$ cat src/rtl/imem_loader.sv
// Boot loader: receives a big-endian byte stream (16-bit word count, then words) and writes IMEM from address 0.
// Holds the CPU in reset until the load completes, and flags the first word with an opcode the control unit lacks.
module imem_loader #(
   parameter int ADDR_WIDTH = 8
) (
   input  logic                  clk,
   input  logic                  rst,
   input  logic                  start,
   input  logic [7:0]            in_data,
   input  logic                  in_valid,
   output logic                  in_ready,
   output logic                  imem_we,
   output logic [ADDR_WIDTH-1:0] imem_addr,
   output logic [31:0]           imem_wdata,
   output logic                  cpu_hold,
   output logic                  busy,
   output logic                  done,
   output logic                  error,
   output logic                  bad_op,
   output logic [ADDR_WIDTH-1:0] bad_op_addr
);

   typedef enum logic [2:0] {
      IDLE, LEN_HI, LEN_LO, DATA, WRITE, DONE, ERROR
   } state_t;

   // Counts are kept 17 bits wide so a full 2**ADDR_WIDTH load compares cleanly.
   localparam logic [16:0] MAX_WORDS = 17'(1 << ADDR_WIDTH);

   state_t      state;
   logic [7:0]  cnt_hi;
   logic [15:0] count;
   logic [16:0] word_idx;
   logic [1:0]  byte_cnt;
   logic [23:0] shift;
   logic        xfer;
   logic [15:0] len_full;

   assign xfer     = in_valid & in_ready;
   assign len_full = {cnt_hi, in_data};

   function automatic logic op_supported(input logic [5:0] op);
      return op inside {6'h00, 6'h02, 6'h04, 6'h08, 6'h0C, 6'h0D, 6'h0E, 6'h23, 6'h2B};
   endfunction

   always_ff @(posedge clk) begin
      if (rst) begin
         state       <= IDLE;
         in_ready    <= 1'b0;
         imem_we     <= 1'b0;
         imem_addr   <= '0;
         imem_wdata  <= '0;
         cpu_hold    <= 1'b1;
         busy        <= 1'b0;
         done        <= 1'b0;
         error       <= 1'b0;
         bad_op      <= 1'b0;
         bad_op_addr <= '0;
         cnt_hi      <= '0;
         count       <= '0;
         word_idx    <= '0;
         byte_cnt    <= '0;
         shift       <= '0;
      end else begin
         case (state)
            IDLE, DONE, ERROR: begin
               if (start) begin
                  done        <= 1'b0;
                  error       <= 1'b0;
                  bad_op      <= 1'b0;
                  bad_op_addr <= '0;
                  byte_cnt    <= '0;
                  word_idx    <= '0;
                  busy        <= 1'b1;
                  cpu_hold    <= 1'b1;
                  in_ready    <= 1'b1;
                  state       <= LEN_HI;
               end
            end
            LEN_HI: begin
               if (xfer) begin
                  cnt_hi <= in_data;
                  state  <= LEN_LO;
               end
            end
            LEN_LO: begin
               if (xfer) begin
                  count <= len_full;
                  if (len_full == 16'd0) begin
                     done     <= 1'b1;
                     busy     <= 1'b0;
                     cpu_hold <= 1'b0;
                     in_ready <= 1'b0;
                     state    <= DONE;
                  end else if ({1'b0, len_full} > MAX_WORDS) begin
                     error    <= 1'b1;
                     busy     <= 1'b0;
                     in_ready <= 1'b0;
                     state    <= ERROR;
                  end else begin
                     state <= DATA;
                  end
               end
            end
            DATA: begin
               if (xfer) begin
                  byte_cnt <= byte_cnt + 2'd1;
                  shift    <= {shift[15:0], in_data};
                  if (byte_cnt == 2'd3) begin
                     in_ready   <= 1'b0;
                     imem_we    <= 1'b1;
                     imem_addr  <= word_idx[ADDR_WIDTH-1:0];
                     imem_wdata <= {shift, in_data};
                     state      <= WRITE;
                  end
               end
            end
            WRITE: begin
               imem_we  <= 1'b0;
               word_idx <= word_idx + 17'd1;
               // Unsupported opcodes are reported, not fatal: the word is already on the bus.
               if (!op_supported(imem_wdata[31:26])) begin
                  bad_op <= 1'b1;
                  if (!bad_op) bad_op_addr <= imem_addr;
               end
               if (word_idx + 17'd1 == {1'b0, count}) begin
                  done     <= 1'b1;
                  busy     <= 1'b0;
                  cpu_hold <= 1'b0;
                  state    <= DONE;
               end else begin
                  in_ready <= 1'b1;
                  state    <= DATA;
               end
            end
            default: state <= IDLE;
         endcase
      end
   end

endmodule

$ cat config.mk
export PLATFORM = sky130hd
export DESIGN_NAME = imem_loader
export DESIGN_NICKNAME = d
export VERILOG_FILES = /design/src/rtl/imem_loader.sv
export SDC_FILE = /design/constraint.sdc
export NUM_CORES = 1
export LEC_CHECK = 0
export CORE_ASPECT_RATIO = 0.6
export CORE_MARGIN = 5
export CORE_UTILIZATION = 55
export CTS_CLUSTER_DIAMETER = 80
export DETAILED_ROUTE_END_ITERATION = 8
export PLACE_DENSITY = 0.78
export SLEW_MARGIN = 20
export SYNTH_ARGS = -nofsm -noshare
export SYNTH_HDL_FRONTEND = slang
export SYNTH_SLANG_ARGS = --single-unit
$ cat constraint.sdc
create_clock -name clk -period 2.9 [get_ports clk]
set_input_delay 0.58 -clock clk [delete_from_list [all_inputs] [get_ports clk]]
set_output_delay 0.58 -clock clk [all_outputs]
set_load 0.05 [all_outputs]
==> results of run 1 <==
## layout make-up
type | instances | area [µm²] | share of cell area (%)
Multi-Input combinational cell | 535 | 2840 | 40.8
Sequential cell | 125 | 2500 | 35.9
Timing Repair Buffer | 92 | 853 | 12.2
Clock buffer | 19 | 433 | 6.21
Tap cell | 135 | 169 | 2.42
Clock inverter | 13 | 165 | 2.37
Inverter | 2 | 7.51 | 0.108
## Yosys cell counts (9+ instances only)
library cell / instances
nand2_1: 180
dfxtp_1: 125
a21oi_1: 104
nor2_1: 52
clkbuf_1: 41
o21ai_0: 22
nor3_1: 20
xnor2_1: 20
mux2i_1: 16
and2_1: 15
nand2b_1: 9
nand3_1: 9
## worst max-delay path, cell delays in order (launching register included)
cell	delay (ns)
dfxtp_1	0.47
ha_2	0.31
nand3_1	0.22
nor4_1	0.35
buf_4	0.18
xnor2_1	0.11
nand3_1	0.09
or4_4	0.44
or3_1	0.33
a31oi_1	0.16
## flip-flops by register name (all words and copies together) (netlist names), 2 cells and up
signal       count
count           16
imem_addr        8
cnt_hi           8
state            3
word_idx        17
imem_wdata      32
byte_cnt         2
bad_op_addr      8
shift           24
## power by group
group | internal [µW] | switching, µW
Sequential | 1760 | 64.7
Clock | 1360 | 784
Combinational | 269 | 411
Total | 3380 | 1260
## worst paths after layout
| path | from | end | cells past startpoint |
|---|---|---|---|
| hold / removal | imem_wdata[22] | imem_wdata[22] | 2 |
| setup / recovery | word_idx[0] | state[2] | 9 |
| hold reg to reg | imem_wdata[22] | imem_wdata[22] | 2 |
| setup reg to reg | word_idx[0] | state[2] | 9 |
## cells by family (layout without fill, tap and decap cells)
family | count (synthesis) | after routing | synth area share (%)
AND/OR/NAND/NOR | 329 | 329 | 26.8
AO/OA/AOI/OAI | 160 | 160 | 16.2
flip-flops | 125 | 125 | 44.9
buffers and inverters | 56 | 126 | 4.31
XOR/XNOR | 27 | 27 | 4.24
multiplexers | 16 | 16 | 2.87
adder cells (fa/ha/maj) | 3 | 3 | 0.628
## routing by layer
layer	part of all wire, %	GRT usage [%]	vias up	routed length, µm
li1	-	-	2546	-
met1	48	35.4	2437	7230
met2	41	36.5	248	6160
met3	9.9	7.91	21	1490
met4	1.3	7.65	0	194
met5	0	0	-	0
## through the flow
stage / instances / total power [µW]
after floorplan: 716 / 2300
after global placement: 889 / 2510
after detailed placement: 889 / 2520
after CTS: 921 / 4650
after global routing: 921 / 4800
final: 921 / 4640
## timing repair
item | CTS | global route
setup endpoints to repair | 0 | 5
hold buffers | 0 | 0
resized for setup | 0 | 1
==> metrics.md, run 1 <==
| Metric | Value |
|---|---|
| Run status | completed |
| Required time of the critical path | 3.24 ns |
| Routed Antenna Nets | 0 |
| Post-route clock period utilization | 94.2% |
| Number of flops mapped to enable cells by yosys | 0 |
| Number of fill cells in the layout | 783 |
| Starting density of the core | 56.4% |
| Worst setup margin | 0.169 ns |
| Count of vias placed by the detailed router | 5252 |
| Maximum achievable frequency | 366 MHz |
| Slew margin rel. | 51.6% |
| Clock slew at the register clock pins of the worst setup and hold paths | around 0.050 ns |
| Maximum vdd drop | 433 µV |
| Routed length per placed instance | between 15 and 20 µm |
| Die area | roughly 0.012 mm² |
| Max capacitance violation total | 0 |
| Fin Hold WS | around 0.45 ns |
| Mean area per synthesized cell | a little under 8 µm² |
| Setup WS pre-CTS | 0.162 ns |
| Crit Path Max Fanout | 8 |
| Total CTS buffers | 17 |
| Leading register cell type out of synthesis | dfxtp_1 |
| Number of antenna violations at the first check in global routing | 0 |
| Post-layout util | 70.6% |
| Core area | 0.00988 mm² |
| Share of synthesized registers carrying an async set or reset | 0% |
| #FFs+latches synth | 125 |
| Later-pin clock latency in the skew report | about 0.41 ns |
| Half-perimeter wire length after placement | 10.6 mm |
| Most common cell after layout, fill and taps aside | nand2_1 |
| Worst hold-check path type | flip-flop to flip-flop |
| CTS root buffer | clkbuf_16 |
| Placed instance area | 0.00637 mm² |
| Path type of the worst setup path | flip-flop to flip-flop |
| Area of the mapped netlist | ~0.0056 mm² |
| Number of buffers inserted to repair setup after CTS | 0 |
| Synth-to-layout area growth | 25.0% |
| Routability cong. | 0.926 |
| Fin Setup TNS | 0 ns |
| Total routing resource utilization after global routing | between 20% and 30% |
| Leakage dissipation | between 0.002 and 0.0025 µW |
| Number of placement rows | 28 |
| Detailed Route Iter0 Violations | 531 |
| Final routed DRC violation total | 0 |
| Count of yosys warnings during synthesis | 0 |
| Synth Instances | 716 |
| Syn Nets | 730 |
| N_diodes | 0 |
| Slack of the worst reg-to-reg path | 0.17 ns |
| Most used cells in the layout excluding fill and tap cells | nand2_1 (180), dfxtp_1 (125), a21oi_1 (104), clkdlybuf4s50_1 (65), nor2_1 (52) |
| Slew @ Worst Pin | 0.723 ns |
| Area share of the leading cell type in the synthesized netlist | around 45% |
| Detailed-route vias per instance | 5.70 |
| Y dimension of the die | just under 90 µm |
| Top cells by area in the synthesized netlist | dfxtp_1 (45%), nand2_1 (12%), a21oi_1 (9.3%), nor2_1 (3.5%), xnor2_1 (3.1%) |
| Count of cell types in the netlist | 58 |
| Leading area contributor after synthesis | dfxtp_1 |
| Fin area | 0.00697 mm² |
| Maximum number of pins on one net before global-route repair | 46 |
| Number of global-route vias before repair | 4863 |
| TritonCTS clock tree | built |
| Number of buffers added on ports | 66 |
| Type of element launching the critical path | flip-flop |
| Arrival time worst endpoint | 3.07 ns |
| Global route total overflow | 0 |
| Part of the Yosys area used for sequential elements | 44.9% |
| Largest clock skew in the final design | 0.00500 ns |
| Pins over their slew limit | 0 |
| Final-report setup violation count | 0 |
| Pwr per Cell Area | about 670 mW/mm² |
| TritonCTS Sinks | 125 |
| CP Capture Type | flip-flop |
| H-Tree Level Count | 4 |
| Die boundary width | 140 µm |
| Unrepaired setup endpoints after global routing | false |
| Shortest clock period the worst path allows after layout | 2.73 ns |
| Number of top-level pins | between 60 and 70 |
| Total iterations of the first detailed-routing run | 5 |
| Proportion of layout cells with a drive suffix above 1 | a little under a tenth |
| Global-route wire length before repair | between 20 and 25 mm |
| Final hold violations | 0 |
| Final wirelength | 15.1 mm |
| Clock Tree Buf Depth | 2 |
| Final net count | 787 |
Note: power is estimated with default switching activity, not from simulation.
==> run 2, diff against run 1 <==
--- a/config.mk
+++ b/config.mk
@@ -11,7 +11,6 @@
 export CTS_CLUSTER_DIAMETER = 80
 export DETAILED_ROUTE_END_ITERATION = 8
 export PLACE_DENSITY = 0.78
-export SLEW_MARGIN = 20
 export SYNTH_ARGS = -nofsm -noshare
 export SYNTH_HDL_FRONTEND = slang
 export SYNTH_SLANG_ARGS = --single-unit
==> results of run 2 <==
Same layout as run 1: the final DEF is identical, and so are final timing and power.
==> run 3, diff against run 2 <==
--- a/config.mk
+++ b/config.mk
@@ -10,7 +10,9 @@
 export CORE_UTILIZATION = 55
 export CTS_CLUSTER_DIAMETER = 80
 export DETAILED_ROUTE_END_ITERATION = 8
+export HOLD_SLACK_MARGIN = 0.05
 export PLACE_DENSITY = 0.78
+export REMOVE_ABC_BUFFERS = 1
 export SYNTH_ARGS = -nofsm -noshare
 export SYNTH_HDL_FRONTEND = slang
 export SYNTH_SLANG_ARGS = --single-unit
==> run 3 against run 2 <==
First-iteration DRC count down 0.38%; sequential cell count unchanged; non-clock buffer count up 4; critical path depth unchanged.
==> metrics.md, run 3 (same netlist as run 1, synthesis figures left out) <==
| Metric | Value |
|---|---|
| Setup WS pre-CTS | 0.140 ns |
| Most used cell, CP | nand3_1 |
| Final routed DRC violation total | 0 |
| Number of placement rows | 28 |
| Post-route clock period utilization | 92.8% |
| Required time of the critical path | 3.24 ns |
| Number of top-level pins | 67 |
| CP Capture Type | flip-flop |
| Most common cell after layout, fill and taps aside | nand2_1 |
| Slew margin rel. | roughly three fifths |
| Grt peak-use layer | met2 |
| Total routing resource utilization after global routing | around a quarter |
| Number of buffers inserted to repair setup after CTS | 0 |
| Worst setup margin | 0.208 ns |
| Largest stage delay on the critical path | 0.44 ns |
| Critical path, cell by cell | ha_2, nand3_1, nor4_1, buf_4, xnor2_1, nand3_1, or4_4, or3_1, a31oi_1 |
| Half-perimeter wire length after placement | 10.3 mm |
| Fin Setup TNS | 0 ns |
| Routed Antenna Nets | 0 |
| Core area | 0.00988 mm² |
| Synth-to-layout area growth | 25.9% |
| Total Power Consumption | 4660 µW |
| Slew @ Worst Pin | about 0.59 ns |
| Starting density of the core | 56.4% |
| Final net count | roughly 790 |
| Largest regs | imem_wdata x32, shift x24, word_idx x17 |
| Detailed-route vias per instance | 5.73 |
| Arrival time worst endpoint | 3.03 ns |
| Run status | completed |
| Crit-path leading delay family | simple AND/OR/NAND/NOR gates |
| TritonCTS Sinks | 125 |
| Die area | 0.0123 mm² |
| Number of global-route vias before repair | between 4000 and 5000 |
| Worst hold-check path type | flip-flop to flip-flop |
| Total iterations of the first detailed-routing run | 5 |
| Most used cells in the layout excluding fill and tap cells | nand2_1 (180), dfxtp_1 (125), a21oi_1 (104), clkdlybuf4s50_1 (65), nor2_1 (52) |
| Later-pin clock latency in the skew report | between 0.4 and 0.5 ns |
| Type of element launching the critical path | flip-flop |
| Count of vias placed by the detailed router | 5302 |
| Crit Path Max Fanout | 8 |
| Maximum achievable frequency | between 300 and 400 MHz |
| Largest register FFs | 32 |
| Routed length per placed instance | 16.0 µm |
| Number of buffer and inverter instances along the worst setup path | 1 |
| TritonCTS clock tree | built |
| Post-layout util | a little under three quarters |
| Unrepaired setup endpoints after global routing | false |
| Path type of the worst setup path | flip-flop to flip-flop |
| Largest clock skew in the final design | 0.00628 ns |
| Shortest clock period the worst path allows after layout | between 2 and 3 ns |
| Max capacitance violation total | 0 |
| Maximum vdd drop | 556 µV |
| CTS Hold Buffers Added | 0 |
| Leakage dissipation | 0.00244 µW |
| N_diodes | 0 |
| Global route total overflow | 0 |
| Maximum number of pins on one net before global-route repair | 88 |
| Met2 track utilization from global routing | 37.1% |
| CTS root buffer | clkbuf_16 |
| Number of antenna violations at the first check in global routing | 0 |
| Final hold violations | 0 |
| Final-report setup violation count | 0 |
| Global-route met3 utilization | 7.04% |
| Detailed Route Iter0 Violations | roughly 530 |
| Number of buffers added on ports | 66 |
| Proportion of layout cells with a drive suffix above 1 | under 10% |
| Y dimension of the die | between 80 and 90 µm |
| Most flops, register | imem_wdata |
| H-Tree Level Count | 4 |
| Pins over their slew limit | 0 |
| Clock Tree Buf Depth | 2 |
| Total CTS buffers | 17 |
| CP max-delay cell | or4_4 |
| Die boundary width | 140 µm |
| Met1 demand-to-capacity share in global routing | 34.6% |
| Global-route wire length before repair | 24.4 mm |
| Routability cong. | a little under 0.9 |
| Clock slew at the register clock pins of the worst setup and hold paths | 0.05 ns |
| Pwr per Cell Area | 664 mW/mm² |
| Final wirelength | between 10 and 15 mm |
[run 3: repair_timing]
item / CTS / global route
resized for setup: 0 / 2
endpoints found under the setup margin: 0 / 5
hold endpoints to repair: 0 / 0
[run 3: layout make-up]
| cell class | count | area [µm²] |
|---|---|---|
| Sequential cell | 125 | 2500 |
| Multi-Input combinational cell | 535 | 2850 |
| Clock buffer | 18 | 429 |
| Tap cell | 135 | 169 |
| Inverter | 2 | 7.51 |
| Timing Repair Buffer | 96 | 896 |
| Fill cell | 768 | 2860 |
| Clock inverter | 14 | 169 |
[run 3: path summary, 6_finish.rpt]
kind | from | end | slack [ns] | cells past startpoint
max | word_idx[1] | state[2] | 0.21 | 9
min | imem_wdata[21] | imem_wdata[21] | 0.45 | 2
max reg2reg | word_idx[1] | state[2] | 0.21 | 9
min reg2reg | imem_wdata[21] | imem_wdata[21] | 0.45 | 2
[run 3: layer usage]
layer	part of all wire (%)	wire (µm)
met3	8.8	1300
met4	0.64	94
met5	0	0
met1	48	7130
met2	42	6250
[run 3: metrics by stage]
step / hold WS (ns) / instance area (µm²) / cells
after CTS: 0.455 / 7010 / 925
after global placement: 0.441 / 6410 / 893
after global routing: 0.478 / 7020 / 925
final: 0.451 / 7020 / 925
after floorplan: 0.426 / 5340 / 662
after detailed placement: 0.446 / 6410 / 893
[run 3: worst reg2reg max path, stage by stage (launching register included)]
cell	delay, ns
dfxtp_1	0.43
ha_2	0.32
nand3_1	0.22
nor4_1	0.35
buf_4	0.18
xnor2_1	0.11
nand3_1	0.08
or4_4	0.44
or3_1	0.32
a31oi_1	0.18
[run 3: report_power, final]
group,switching (µW),internal (µW)
Sequential,58.4,1760
Combinational,437,272
Clock,786,1350
